$ cat config.mk
export PLATFORM = sky130hd
export DESIGN_NAME = rob_alloc_ctrl
export DESIGN_NICKNAME = d
export VERILOG_FILES = /design/src/rtl/rob_alloc_ctrl.sv
export SDC_FILE = /design/constraint.sdc
export NUM_CORES = 1
export LEC_CHECK = 0
export CORE_MARGIN = 4
export CORE_UTILIZATION = 55
export DETAILED_ROUTE_END_ITERATION = 16
export MAX_ROUTING_LAYER = met4
export PLACE_DENSITY = 0.85
export SYNTH_ARGS = -nofsm -noshare
export SYNTH_HDL_FRONTEND = slang
export SYNTH_SLANG_ARGS = --single-unit
$ cat constraint.sdc
create_clock -name clk -period 5.45 [get_ports clk]
set_input_delay 0.8175 -clock clk [delete_from_list [all_inputs] [get_ports clk]]
set_output_delay 0.8175 -clock clk [all_outputs]
set_load 0.02 [all_outputs]
$ cat src/rtl/rob_alloc_ctrl.sv
`default_nettype none
// ============================================================================
//  Module   : rob_alloc_ctrl
//  Brief    : Reorder-buffer dispatch-side allocation controller. Grants one
//             ROB row per dispatch group, tracks head/tail/occupancy and the
//             in-flight branch count, and sweeps every row invalid after
//             reset or flush before reopening dispatch.
//  Options  : define ROB_ALLOC_PERF_EN to add saturating stall counters.
//  Revision : 1.0 - initial release
// ============================================================================
module rob_alloc_ctrl #(
  parameter int DISPATCH_WIDTH = 2,
  parameter int ROB_ADDR_WIDTH = 4,
  parameter int MAX_BRANCH     = 8,
  localparam int DISPATCH_ADDR_WIDTH = (DISPATCH_WIDTH > 1) ? $clog2(DISPATCH_WIDTH) : 1,
  localparam int CBN_W               = $clog2(DISPATCH_WIDTH + 1)
) (
  input  logic                                          clk,
  input  logic                                          rst_n,
  input  logic [DISPATCH_WIDTH-1:0]                     disp_en_i,
  input  logic [DISPATCH_WIDTH-1:0]                     disp_is_branch_i,
  output logic                                          full_o,
  output logic                                          alloc_valid_o,
  output logic [DISPATCH_WIDTH*ROB_ADDR_WIDTH-1:0]      rob_addr_o,
  output logic [DISPATCH_WIDTH*DISPATCH_ADDR_WIDTH-1:0] bank_addr_o,
  input  logic                                          commit_en_i,
  input  logic [CBN_W-1:0]                              commit_branch_num_i,
  input  logic                                          flush_i,
  output logic                                          clr_en_o,
  output logic [ROB_ADDR_WIDTH-1:0]                     clr_row_o,
`ifdef ROB_ALLOC_PERF_EN
  output logic [31:0]                                   stall_full_cnt_o,
  output logic [31:0]                                   stall_br_cnt_o,
`endif
  output logic                                          err_o
);

  localparam int ROB_ROWS = 2 ** ROB_ADDR_WIDTH;
  localparam int CNT_W    = ROB_ADDR_WIDTH + 1;
  localparam int BR_W     = $clog2(MAX_BRANCH + 1);

  typedef enum logic [0:0] {
    ST_INIT = 1'b0,
    ST_RUN  = 1'b1
  } state_e;

  state_e                    state_q;
  logic [ROB_ADDR_WIDTH-1:0] head_q, tail_q, sweep_q;
  logic [CNT_W-1:0]          count_q, count_d;
  logic [BR_W-1:0]           br_cnt_q, br_cnt_d;
  logic                      err_q;

  logic            run, cnt_full, br_full, accept;
  logic            commit_bad, commit_ok, err_set;
  logic [BR_W-1:0] br_add, br_sub, cbn_ext;

  // Occupancy, branch-limit and acceptance decode (full uses registered state only)
  always_comb begin
    run        = (state_q == ST_RUN);
    cnt_full   = (count_q == CNT_W'(ROB_ROWS));
    br_full    = (br_cnt_q > BR_W'(MAX_BRANCH - DISPATCH_WIDTH));
    full_o     = ~run | cnt_full | br_full;
    accept     = run & ~full_o & ~flush_i & (|disp_en_i);
    cbn_ext    = BR_W'(commit_branch_num_i);
    commit_bad = commit_en_i & ((count_q == '0) | (cbn_ext > br_cnt_q));
    // Flush wins over commit, so a commit in the flush cycle is neither applied nor flagged
    commit_ok  = run & ~flush_i & commit_en_i & ~commit_bad;
    err_set    = run & ~flush_i & commit_bad;
    br_add     = '0;
    for (int i = 0; i < DISPATCH_WIDTH; i++) begin
      br_add = br_add + BR_W'(disp_en_i[i] & disp_is_branch_i[i]);
    end
    br_sub     = commit_ok ? cbn_ext : '0;
    count_d    = count_q + CNT_W'(accept) - CNT_W'(commit_ok);
    br_cnt_d   = br_cnt_q + (accept ? br_add : '0) - br_sub;
  end

  // Control FSM: invalidation sweep in INIT, allocate/retire bookkeeping in RUN
  always_ff @(posedge clk or negedge rst_n) begin
    if (!rst_n) begin
      state_q  <= ST_INIT;
      head_q   <= '0;
      tail_q   <= '0;
      sweep_q  <= '0;
      count_q  <= '0;
      br_cnt_q <= '0;
      err_q    <= 1'b0;
    end else begin
      err_q <= err_q | err_set;
      if (flush_i) begin
        state_q  <= ST_INIT;
        head_q   <= '0;
        tail_q   <= '0;
        sweep_q  <= '0;
        count_q  <= '0;
        br_cnt_q <= '0;
      end else if (state_q == ST_INIT) begin
        sweep_q <= sweep_q + ROB_ADDR_WIDTH'(1);
        if (sweep_q == ROB_ADDR_WIDTH'(ROB_ROWS - 1)) begin
          state_q <= ST_RUN;
        end
      end else begin
        if (accept)    tail_q <= tail_q + ROB_ADDR_WIDTH'(1);
        if (commit_ok) head_q <= head_q + ROB_ADDR_WIDTH'(1);
        count_q  <= count_d;
        br_cnt_q <= br_cnt_d;
      end
    end
  end

  assign alloc_valid_o = accept;
  assign clr_en_o      = ~run;
  assign clr_row_o     = sweep_q;
  assign err_o         = err_q;

  // Every lane writes the tail row; lane i always targets bank i
  for (genvar i = 0; i < DISPATCH_WIDTH; i++) begin : g_lane
    assign rob_addr_o[i*ROB_ADDR_WIDTH +: ROB_ADDR_WIDTH]           = tail_q;
    assign bank_addr_o[i*DISPATCH_ADDR_WIDTH +: DISPATCH_ADDR_WIDTH] = DISPATCH_ADDR_WIDTH'(i);
  end

`ifdef ROB_ALLOC_PERF_EN
  logic [31:0] stall_full_q, stall_br_q;

  // Saturating stall counters; survive flush, cleared only by reset
  always_ff @(posedge clk or negedge rst_n) begin
    if (!rst_n) begin
      stall_full_q <= '0;
      stall_br_q   <= '0;
    end else begin
      if (run && (|disp_en_i) && cnt_full && (stall_full_q != '1)) begin
        stall_full_q <= stall_full_q + 32'd1;
      end
      if (run && (|disp_en_i) && br_full && !cnt_full && (stall_br_q != '1)) begin
        stall_br_q <= stall_br_q + 32'd1;
      end
    end
  end

  assign stall_full_cnt_o = stall_full_q;
  assign stall_br_cnt_o   = stall_br_q;
`endif

endmodule
`default_nettype wire

==> flow_summary_export.csv, run 1 <==
group,metric,value,unit
timing,setup_viol,0,
floorplanning,rows,17,
global_routing,grt_pass1_wl,4810,µm
critical_path,critical_path.startpoint_type,"input pin",
floorplanning,core-area,0.00232,mm²
power_and_ir_drop,ir_drop,152,µV
clocking,clk_pin_slew,0.11,ns
route,drtPass1Iterations,4,
critical_path,critPathKind,"input pin to output pin",
logic_synthesis,yosys.area_share.simple,0.140,
status,status,"finished clean",
route,dr.first_iter.drc_count,51,
critical_path,cp-end-kind,"output pin",
clocking,ctsResizeCount,0,
timing,tightest_slew,0.893,ns
critical_path,crit_start,"flush_i",
cells_and_area,finalInstanceArea,0.00164,mm²
route,vias_per_cell,5.43,
logic_synthesis,ys.warnings.count,0,
timing,final.period_utilization,0.701,
logic_synthesis,syn_nets,177,
placement,portBuffers,25,
timing,fmax,0.262,GHz
logic_synthesis,synth.most_common_cell,"dfrtp_1",
power_and_ir_drop,p_int,187,µW
critical_path,path_max_fanout,20,
logic_synthesis,synth_ff_type,"dfrtp_1",
route,remaining_drc_errors,0,
critical_path,path_cells,"clkdlybuf4s50_1 > buf_4 > nor2b_1 > o21ai_0 > nor2_1 > clkdlybuf4s50_1",
timing,fin_tns_setup,0,ns
clocking,clk_latency,0.29,ns
logic_synthesis,synth.avg_cell_area,9.48,µm²
power_and_ir_drop,leakagePower,0.748,nW
timing,final_hold_viol_count,0,
clocking,htree_levels,1,
critical_path,crit_buf_inv,3,
hold_path,hold_start,"err_o",
floorplanning,dieArea,0.00340,mm²
critical_path,required,4.63,ns
timing,finClkSkew,0.00297,ns
cells_and_area,drive_gt1_frac,0.0359,
placement,place_congestion,0.799,
logic_synthesis,ys_top_cells_by_count,"dfrtp_1, ha_1, inv_1",
logic_synthesis,synth_top_family_by_area,"adder cells",
power_and_ir_drop,clockPowerShare,0.284,
timing,fin_hold_ws,0.477,ns
logic_synthesis,syn_inst,147,
timing,rsz0062_at_grt,"false",
run,max-cap-violations,0,
clocking,cts_tree,"yes",
clocking,cts_made_buffers,3,
logic_synthesis,synth_top_area_cell,"dfrtp_1",
power_and_ir_drop,swShare,0.242,
route,drtAntennaViolNets,0,
global_routing,overflow,0,
timing,report.final.slew_viol_count,0,
global_routing,antenna_found_initial,0,
cells_and_area,synthToLayoutAreaGrowth,17.9,%
critical_path,cp.arrival,3.00,ns
placement,dpl_cell_area,0.00162,mm²
clocking,root_buffer,"clkbuf_4",
clocking,holdBufCountCts,0,
critical_path,path_delay_family,"buffers and inverters",
cells_and_area,fill_cells,183,
hold_path,min_path_type,"flip-flop to flip-flop",
global_routing,grt_max_degree,22,
critical_path,regToRegStartpoint,"run",
route,wl_per_cell,14.4,µm
logic_synthesis,synthAdderAreaFrac,0.196,
floorplanning,die_h,58.3,µm
global_routing,grt_pass1_vias,1173,
floorplanning,die_w,58.3,µm
logic_synthesis,syn-cell-area,0.00139,mm²
route,postRouteWirelength,2810,µm
power_and_ir_drop,combinationalPowerShare,0.125,
critical_path,path_common_cell,"clkdlybuf4s50_1",
critical_path,critPathMaxStageDelay,0.68,ns
power_and_ir_drop,p_per_area,150,mW/mm²
placement,dp.final_hpwl,2170,µm
logic_synthesis,synth_xor_area_frac,0.0440,
timing,fin_crit,3.82,ns
logic_synthesis,async_flop_share,1.00,
logic_synthesis,synth-seq-area-share,0.341,
logic_synthesis,ys_types,33,
logic_synthesis,synthMuxAreaShare,0.0655,
global_routing,grt_util_all_layers,0.186,
logic_synthesis,synth-compound-area-share,0.112,
power_and_ir_drop,seq_power_share,0.592,
clocking,cts.sinks,19,
cells_and_area,nNetsFinal,198,
critical_path,slowest_stage,"clkdlybuf4s50_1",
power_and_ir_drop,power,246,µW
floorplanning,start_util,0.601,
route,dr_total_vias,1058,
clocking,cts_setup_buffers,0,
logic_synthesis,netlist_top_cells_area,"dfrtp_1, ha_1, mux2i_1",
cells_and_area,n_antenna_cell,0,
floorplanning,ios,28,
logic_synthesis,synth_edf_count,0,
power_and_ir_drop,p_sw,59.6,µW
logic_synthesis,postSynthRegisterBits,19,
clocking,clk_path_buf_depth,2,
logic_synthesis,synth.top_cell.area_share,0.341,
timing,slew_headroom,0.403,
[placed cells by master (no fill, tap or decap), drive strengths merged, types with 4 or more instances in the layout]
master | synthesis | routed
nor2 | 16 | 16
ha | 17 | 17
inv | 17 | 17
nand2 | 6 | 6
clkdlybuf4s50 | 0 | 25
nand3 | 4 | 4
mux2i | 8 | 8
o21ai | 4 | 4
xnor2 | 5 | 5
dfrtp | 19 | 19
clkbuf | 0 | 4
nor2b | 4 | 4
a211oi | 4 | 4
a21oi | 5 | 5
[per-stage QoR]
step / instances / utilization / setup WS [ns]
3_5_place_dp: 191 / 0.697 / 1.39
4_1_cts: 195 / 0.709 / 1.63
5_1_grt: 195 / 0.709 / 1.52
3_3_place_gp: 191 / 0.697 / 1.45
6_report: 195 / 0.709 / 1.63
2_1_floorplan: 147 / - / 2.20
[logic make-up (layout without fill, tap and decap cells)]
group                      Yosys count  count (layout)
muxes                                9               9
adders and majority gates           20              20
DFF                                 19              19
and+or+nand+nor                     40              40
other                                2               2
xor gates and xnor gates             7               7
buffers and inverters               27              47
AOI/OAI and AO/OA                   23              23
[layer usage]
layer | wire length [µm] | global-route usage | vias up
met2 | 1450 | 0.329 | 26
met4 | 33 | 0.0563 | 0
li1 | - | - | 524
met3 | 130 | 0.0329 | 4
met5 | 0 | - | -
met1 | 1200 | 0.214 | 504
[registers in the layout, indices dropped and copies added, names as in the netlist]
name / count
clr_row_o: 4
err_o: 1
br_cnt_q: 4
count_q: 5
run: 1
tail_q: 4
[final timing paths]
path	endpoint	slack (ns)	cells after the start
setup / recovery	alloc_valid_o	1.63	6
hold / removal	err_o	0.48	1
setup reg to reg	br_cnt_q[3]	1.88	11
hold reg to reg	err_o	0.48	1
max in group asynchronous	run	3.89	1
min in group asynchronous	clr_row_o[2]	1.02	1
[final cells by class]
| cell class | instances | area [µm²] | share of cell area |
|---|---|---|---|
| multi-input cells | 101 | 785 | 0.478 |
| well taps | 28 | 35.0 | 0.0213 |
| flip-flops and latches | 19 | 475 | 0.289 |
| clock buffers | 4 | 26.3 | 0.0160 |
| repair buffers | 26 | 258 | 0.157 |
| inverters | 17 | 63.8 | 0.0388 |
[power by group through the flow]
stage / registers (mW) / logic (mW) / clock network (mW)
final: 0.146 / 0.0307 / 0.0699
after global routing: 0.146 / 0.0333 / 0.0811
after CTS: 0.146 / 0.0311 / 0.0749
after detailed placement: 0.149 / 0.0307 / 0
after global placement: 0.149 / 0.0299 / 0
after floorplan: 0.151 / 0.0120 / 0
(Power assumes the default switching activity.)
==> run 2, diff against run 1 <==
--- a/config.mk
+++ b/config.mk
@@ -6,10 +6,10 @@
 export NUM_CORES = 1
 export LEC_CHECK = 0
 export CORE_MARGIN = 4
-export CORE_UTILIZATION = 55
+export CORE_UTILIZATION = 46
 export DETAILED_ROUTE_END_ITERATION = 16
 export MAX_ROUTING_LAYER = met4
-export PLACE_DENSITY = 0.85
+export PLACE_DENSITY = 0.75
 export SYNTH_ARGS = -nofsm -noshare
 export SYNTH_HDL_FRONTEND = slang
 export SYNTH_SLANG_ARGS = --single-unit
==> constraint.sdc (replaced) <==
create_clock -name clk -period 3.5 [get_ports clk]
set_input_delay 0.525 -clock clk [delete_from_list [all_inputs] [get_ports clk]]
set_output_delay 0.525 -clock clk [all_outputs]
set_load 0.02 [all_outputs]
==> run 2 against run 1 <==
  * Flip-flop and latch count stayed put
  * Count of clock-buffer cells in the layout stayed put
  * Sequential power is 56% higher
  * Power is 57% higher
  * Global-route usage is 1.6 points lower
  * Clock power is 59% higher
  * Final area is 2.5% higher
  * Critical path depth is 7 higher
  * Register-to-register slack worse by 1.5 ns
  * Largest cell class unchanged
==> flow_summary_export.csv, run 2 (synthesized netlist as in run 1, its figures left out) <==
group,metric,value,unit
global_routing,grt_max_degree,21,
critical_path,path_common_cell,"ha_1",
route,dr.first_iter.drc_count,48,
cells_and_area,multiInputGateArea,785,µm²
timing,tightest_slew,0.835,ns
critical_path,slowest_stage,"fa_1",
clocking,root_buffer,"clkbuf_4",
clocking,htree_levels,1,
timing,slew_headroom,0.442,
global_routing,grt_util_all_layers,0.170,
critical_path,path_cells,"clkdlybuf4s50_1 > ha_1 > nor2b_1 > o211ai_1 > o2111ai_1 > nor2_1 > fa_1 > inv_1 > ha_1 > a21o_1 > a21oi_1 > xnor2_1 > a211oi_1",
timing,rsz0062_at_grt,"false",
clocking,clk_pin_slew,0.11,ns
hold_path,min_path_type,"flip-flop to flip-flop",
cells_and_area,regMostFlops,"count_q",
global_routing,grt_pass1_vias,1174,
timing,final_hold_viol_count,0,
clocking,clk_path_buf_depth,2,
floorplanning,rows,19,
placement,place_congestion,0.893,
cells_and_area,seqCellArea,475,µm²
critical_path,cp-end-kind,"flip-flop",
clocking,ctsResizeCount,0,
floorplanning,dieArea,0.00397,mm²
critical_path,r2r_cells,14,
route,postRouteWirelength,3040,µm
timing,setup_viol,0,
critical_path,critical_path.startpoint_type,"input pin",
clocking,cts_setup_buffers,0,
run,max-cap-violations,0,
cells_and_area,finalInstanceArea,0.00168,mm²
cells_and_area,final_common_cell,"clkdlybuf4s50_1",
timing,finClkSkew,0.00860,ns
clocking,cts.sinks,19,
placement,dp.final_hpwl,2370,µm
route,vias_per_cell,5.38,
power_and_ir_drop,power,387,µW
clocking,cts_tree,"yes",
route,drtAntennaViolNets,0,
critical_path,required,3.71,ns
hold_path,holdPathStages,1,
clocking,clk_latency,0.30,ns
cells_and_area,fill_cells,264,
route,wl_per_cell,15.0,µm
critical_path,regToRegStartpoint,"br_cnt_q[1]",
power_and_ir_drop,p_int,291,µW
timing,report.final.slew_viol_count,0,
critical_path,regToRegSetupSlack,0.35,ns
global_routing,grt_pass1_wl,5220,µm
power_and_ir_drop,combinationalPowerShare,0.125,
hold_path,min_to,"err_o",
critical_path,critPathKind,"input pin to flip-flop",
critical_path,critPathMaxStageDelay,0.44,ns
route,remaining_drc_errors,0,
cells_and_area,layout_common_cells,"clkdlybuf4s50_1, dfrtp_1, inv_1, ha_1, nor2_1",
critical_path,reg2reg_to,"count_q[4]",
floorplanning,die_w,63.0,µm
cells_and_area,largest_reg_flops,5,
timing,fmax,0.303,GHz
timing,fin_crit,3.30,ns
critical_path,path_max_fanout,3,
power_and_ir_drop,p_sw,95.3,µW
route,dr_total_vias,1093,
placement,portBuffers,25,
timing,final.period_utilization,0.942,
power_and_ir_drop,seq_power_share,0.589,
cells_and_area,nNetsFinal,203,
placement,dpl_cell_area,0.00166,mm²
cells_and_area,n_antenna_cell,0,
floorplanning,die_h,63.0,µm
floorplanning,start_util,0.493,
cells_and_area,synthToLayoutAreaGrowth,20.8,%
global_routing,overflow,0,
power_and_ir_drop,swShare,0.247,
status,status,"finished clean",
power_and_ir_drop,p_per_area,230,mW/mm²
hold_path,hold_start,"err_o",
floorplanning,ios,28,
clocking,holdBufCountCts,0,
clocking,cts_made_buffers,3,
power_and_ir_drop,ir_drop,211,µV
global_routing,antenna_found_initial,0,
cells_and_area,drive_gt1_frac,0.0640,
power_and_ir_drop,clockPowerShare,0.286,
floorplanning,core-area,0.00283,mm²
route,drtPass1Iterations,4,
critical_path,cp.arrival,3.50,ns
power_and_ir_drop,leakagePower,0.773,nW
-- run 2: stage by stage --
| step | TNS [ns] | utilization | setup slack [ns] | hold slack, ns | std cells |
|---|---|---|---|---|---|
| 2_1_floorplan | 0 | - | 0.355 | 0.229 | 147 |
| 3_3_place_gp | 0 | 0.586 | 0.0745 | 0.483 | 199 |
| 3_5_place_dp | -0.157 | 0.586 | -0.0945 | 0.490 | 199 |
| 4_1_cts | 0 | 0.595 | 0.229 | 0.519 | 203 |
| 5_1_grt | 0 | 0.595 | 0.0976 | 0.548 | 203 |
| 6_report | 0 | 0.595 | 0.205 | 0.507 | 203 |
-- run 2: power by group through the flow --
stage                     clock [mW]  sequential, mW  combinational [mW]
after floorplan                    0           0.236              0.0187
after global placement             0           0.232              0.0468
after detailed placement           0           0.232              0.0486
after CTS                      0.115           0.228              0.0489
after global routing           0.125           0.229              0.0532
final                          0.111           0.228              0.0482
-- run 2: cell type report --
class	instances	area share
Multi-Input combinational cell	101	0.466
Clock buffer	4	0.0156
Sequential cell	19	0.282
Tap cell	31	0.0230
Timing Repair Buffer	31	0.175
Inverter	17	0.0379
-- run 2: critical path: cells and delay by family --
family | cells | cell delay, ns
adder cells (fa/ha/maj) | 3 | 0.98
AND/OR/NAND/NOR | 2 | 0.33
buffers and inverters | 2 | 0.52
AO/OA/AOI/OAI | 5 | 1.02
XOR/XNOR | 1 | 0.12
-- run 2: per-layer routing --
layer / track usage / up-vias / routed length [µm]
met5: - / - / 0
met4: 0.0964 / 0 / 88
met3: 0.0324 / 10 / 110
met2: 0.285 / 23 / 1540
met1: 0.188 / 520 / 1300
li1: - / 540 / -
-- run 2: worst max path at each step --
stage                                 startpoint           to
after floorplan                       count_q[2]  br_cnt_q[3]
after global placement    commit_branch_num_i[1]   count_q[4]
after detailed placement  commit_branch_num_i[1]   count_q[4]
after CTS                 commit_branch_num_i[1]  br_cnt_q[3]
after global routing      commit_branch_num_i[1]   count_q[4]
final                     commit_branch_num_i[1]  br_cnt_q[3]
==> run 3, diff against run 2 <==
--- a/config.mk
+++ b/config.mk
@@ -5,11 +5,12 @@
 export SDC_FILE = /design/constraint.sdc
 export NUM_CORES = 1
 export LEC_CHECK = 0
+export CAP_MARGIN = 20
 export CORE_MARGIN = 4
-export CORE_UTILIZATION = 46
+export CORE_UTILIZATION = 55
 export DETAILED_ROUTE_END_ITERATION = 16
 export MAX_ROUTING_LAYER = met4
-export PLACE_DENSITY = 0.75
+export PLACE_DENSITY = 0.85
 export SYNTH_ARGS = -nofsm -noshare
 export SYNTH_HDL_FRONTEND = slang
 export SYNTH_SLANG_ARGS = --single-unit
==> constraint.sdc (replaced) <==
create_clock -name clk -period 4.25 [get_ports clk]
set_input_delay 0.6375 -clock clk [delete_from_list [all_inputs] [get_ports clk]]
set_output_delay 0.6375 -clock clk [all_outputs]
set_load 0.02 [all_outputs]
==> run 3 against run 2 <==
  * Combinational power fell by 19%
  * Worst hold slack lost 0.030 ns
  * Die area down 14%
==> flow_summary_export.csv, run 3 (synthesized netlist as in run 1, its figures left out) <==
group,metric,value,unit
status,status,"finished clean",
placement,portBuffers,25,
placement,dp.cells,194,
cells_and_area,nNetsFinal,201,
timing,finClkSkew,0.00250,ns
global_routing,antenna_found_initial,0,
critical_path,cp.arrival,3.57,ns
placement,dpl_cell_area,0.00164,mm²
cells_and_area,fin_cells,198,
timing,final.period_utilization,0.794,
cells_and_area,regMostFlops,"count_q",
route,remaining_drc_errors,0,
clocking,cts_tree,"yes",
timing,slew_headroom,0.435,
critical_path,path_max_fanout,3,
timing,rsz0062_at_grt,"false",
clocking,cts_setup_buffers,0,
timing,final_hold_viol_count,0,
floorplanning,dieArea,0.00340,mm²
floorplanning,die_w,58.3,µm
route,dr_total_vias,1115,
global_routing,grt_pass1_wl,4930,µm
run,max-cap-violations,0,
route,routed.top_layer,"met4",
placement,place_congestion,0.786,
route,drtAntennaViolNets,0,
timing,fin_hold_ws,0.477,ns
clocking,clk_latency,0.30,ns
route,met2_length,1420,µm
cells_and_area,largest_reg_flops,5,
timing,fin_crit,3.37,ns
power_and_ir_drop,p_per_area,192,mW/mm²
route,vias_per_cell,5.63,
cells_and_area,n_antenna_cell,0,
timing,fmax,0.296,GHz
route,routedLengthMet1,1280,µm
cells_and_area,final_common_cell,"clkdlybuf4s50_1",
timing,setup_viol,0,
global_routing,grt_pass1_vias,1096,
route,postRouteWirelength,2930,µm
cells_and_area,layout_common_cells,"clkdlybuf4s50_1, dfrtp_1, inv_1, ha_1, nor2_1",
power_and_ir_drop,ir_drop,232,µV
floorplanning,rows,17,
route,met3WireLength,149,µm
route,dr.first_iter.drc_count,33,
clocking,root_buffer,"clkbuf_4",
critical_path,cp-end-kind,"flip-flop",
timing,fin_tns_setup,0,ns
cells_and_area,synthToLayoutAreaGrowth,19.6,%
clocking,ctsResizeCount,0,
critical_path,critical_path.startpoint_type,"input pin",
route,wl_per_cell,14.8,µm
clocking,cts_made_buffers,3,
floorplanning,core-area,0.00232,mm²
clocking,holdBufCountCts,0,
floorplanning,start_util,0.601,
power_and_ir_drop,leakagePower,0.767,nW
global_routing,overflow,0,
clocking,clk_path_buf_depth,2,
timing,tightest_slew,0.845,ns
critical_path,required,4.45,ns
critical_path,critPathKind,"input pin to flip-flop",
cells_and_area,finalInstanceArea,0.00167,mm²
route,drtPass1Iterations,4,
cells_and_area,drive_gt1_frac,0.0588,
floorplanning,ios,28,
clocking,cts.sinks,19,
clocking,clk_pin_slew,0.11,ns
timing,report.final.slew_viol_count,0,
clocking,htree_levels,1,
hold_path,min_path_type,"flip-flop to flip-flop",
power_and_ir_drop,power,320,µW
global_routing,grt_max_degree,21,
global_routing,grt_util_all_layers,0.194,
floorplanning,die_h,58.3,µm
placement,dp.final_hpwl,2280,µm
## run 3: power breakdown
group / switching, mW / leakage, nW / internal [mW] / total (mW)
Combinational: 0.0199 / 0.487 / 0.0193 / 0.0392
Clock: 0.0588 / 0.0177 / 0.0351 / 0.0939
Sequential: 0.00332 / 0.263 / 0.184 / 0.187
## run 3: worst paths after layout
kind | start | end | slack [ns] | cells after the start
max in group asynchronous | rst_n | br_cnt_q[0] | 2.92 | 1
setup / recovery | commit_branch_num_i[1] | count_q[4] | 0.88 | 14
hold / removal | err_o | err_o | 0.48 | 1
hold reg to reg | err_o | err_o | 0.48 | 1
min in group asynchronous | rst_n | clr_row_o[0] | 0.80 | 1
setup reg to reg | br_cnt_q[1] | count_q[4] | 1.12 | 14
## run 3: worst max-delay path: stages
cell,delay (ns)
clkdlybuf4s50_1,0.44
ha_1,0.31
nor2b_1,0.13
o211ai_1,0.11
o2111ai_1,0.18
inv_1,0.08
ha_1,0.28
inv_1,0.04
ha_1,0.19
fa_1,0.41
a21oi_1,0.17
o21bai_1,0.09
mux2i_1,0.16
mux2_2,0.35
## run 3: layer usage
layer	up-vias	global-route usage
met5	-	-
met4	0	0.103
met3	8	0.0307
met2	41	0.308
met1	534	0.238
li1	532	-
## run 3: final cells by class
class / count / area, µm²
flip-flops and latches: 19 / 475
fillers: 179 / 652
clock inverters: 1 / 5.00
multi-input cells: 101 / 785
repair buffers: 29 / 280
well taps: 28 / 35.0
inverters: 17 / 63.8
clock buffers: 3 / 22.5
## run 3: through the flow
| step | util | setup WS (ns) |
|---|---|---|
| 2_1_floorplan | - | 1.10 |
| 3_3_place_gp | 0.707 | 0.688 |
| 3_5_place_dp | 0.707 | 0.562 |
| 4_1_cts | 0.719 | 0.889 |
| 5_1_grt | 0.719 | 0.714 |
| 6_report | 0.719 | 0.877 |
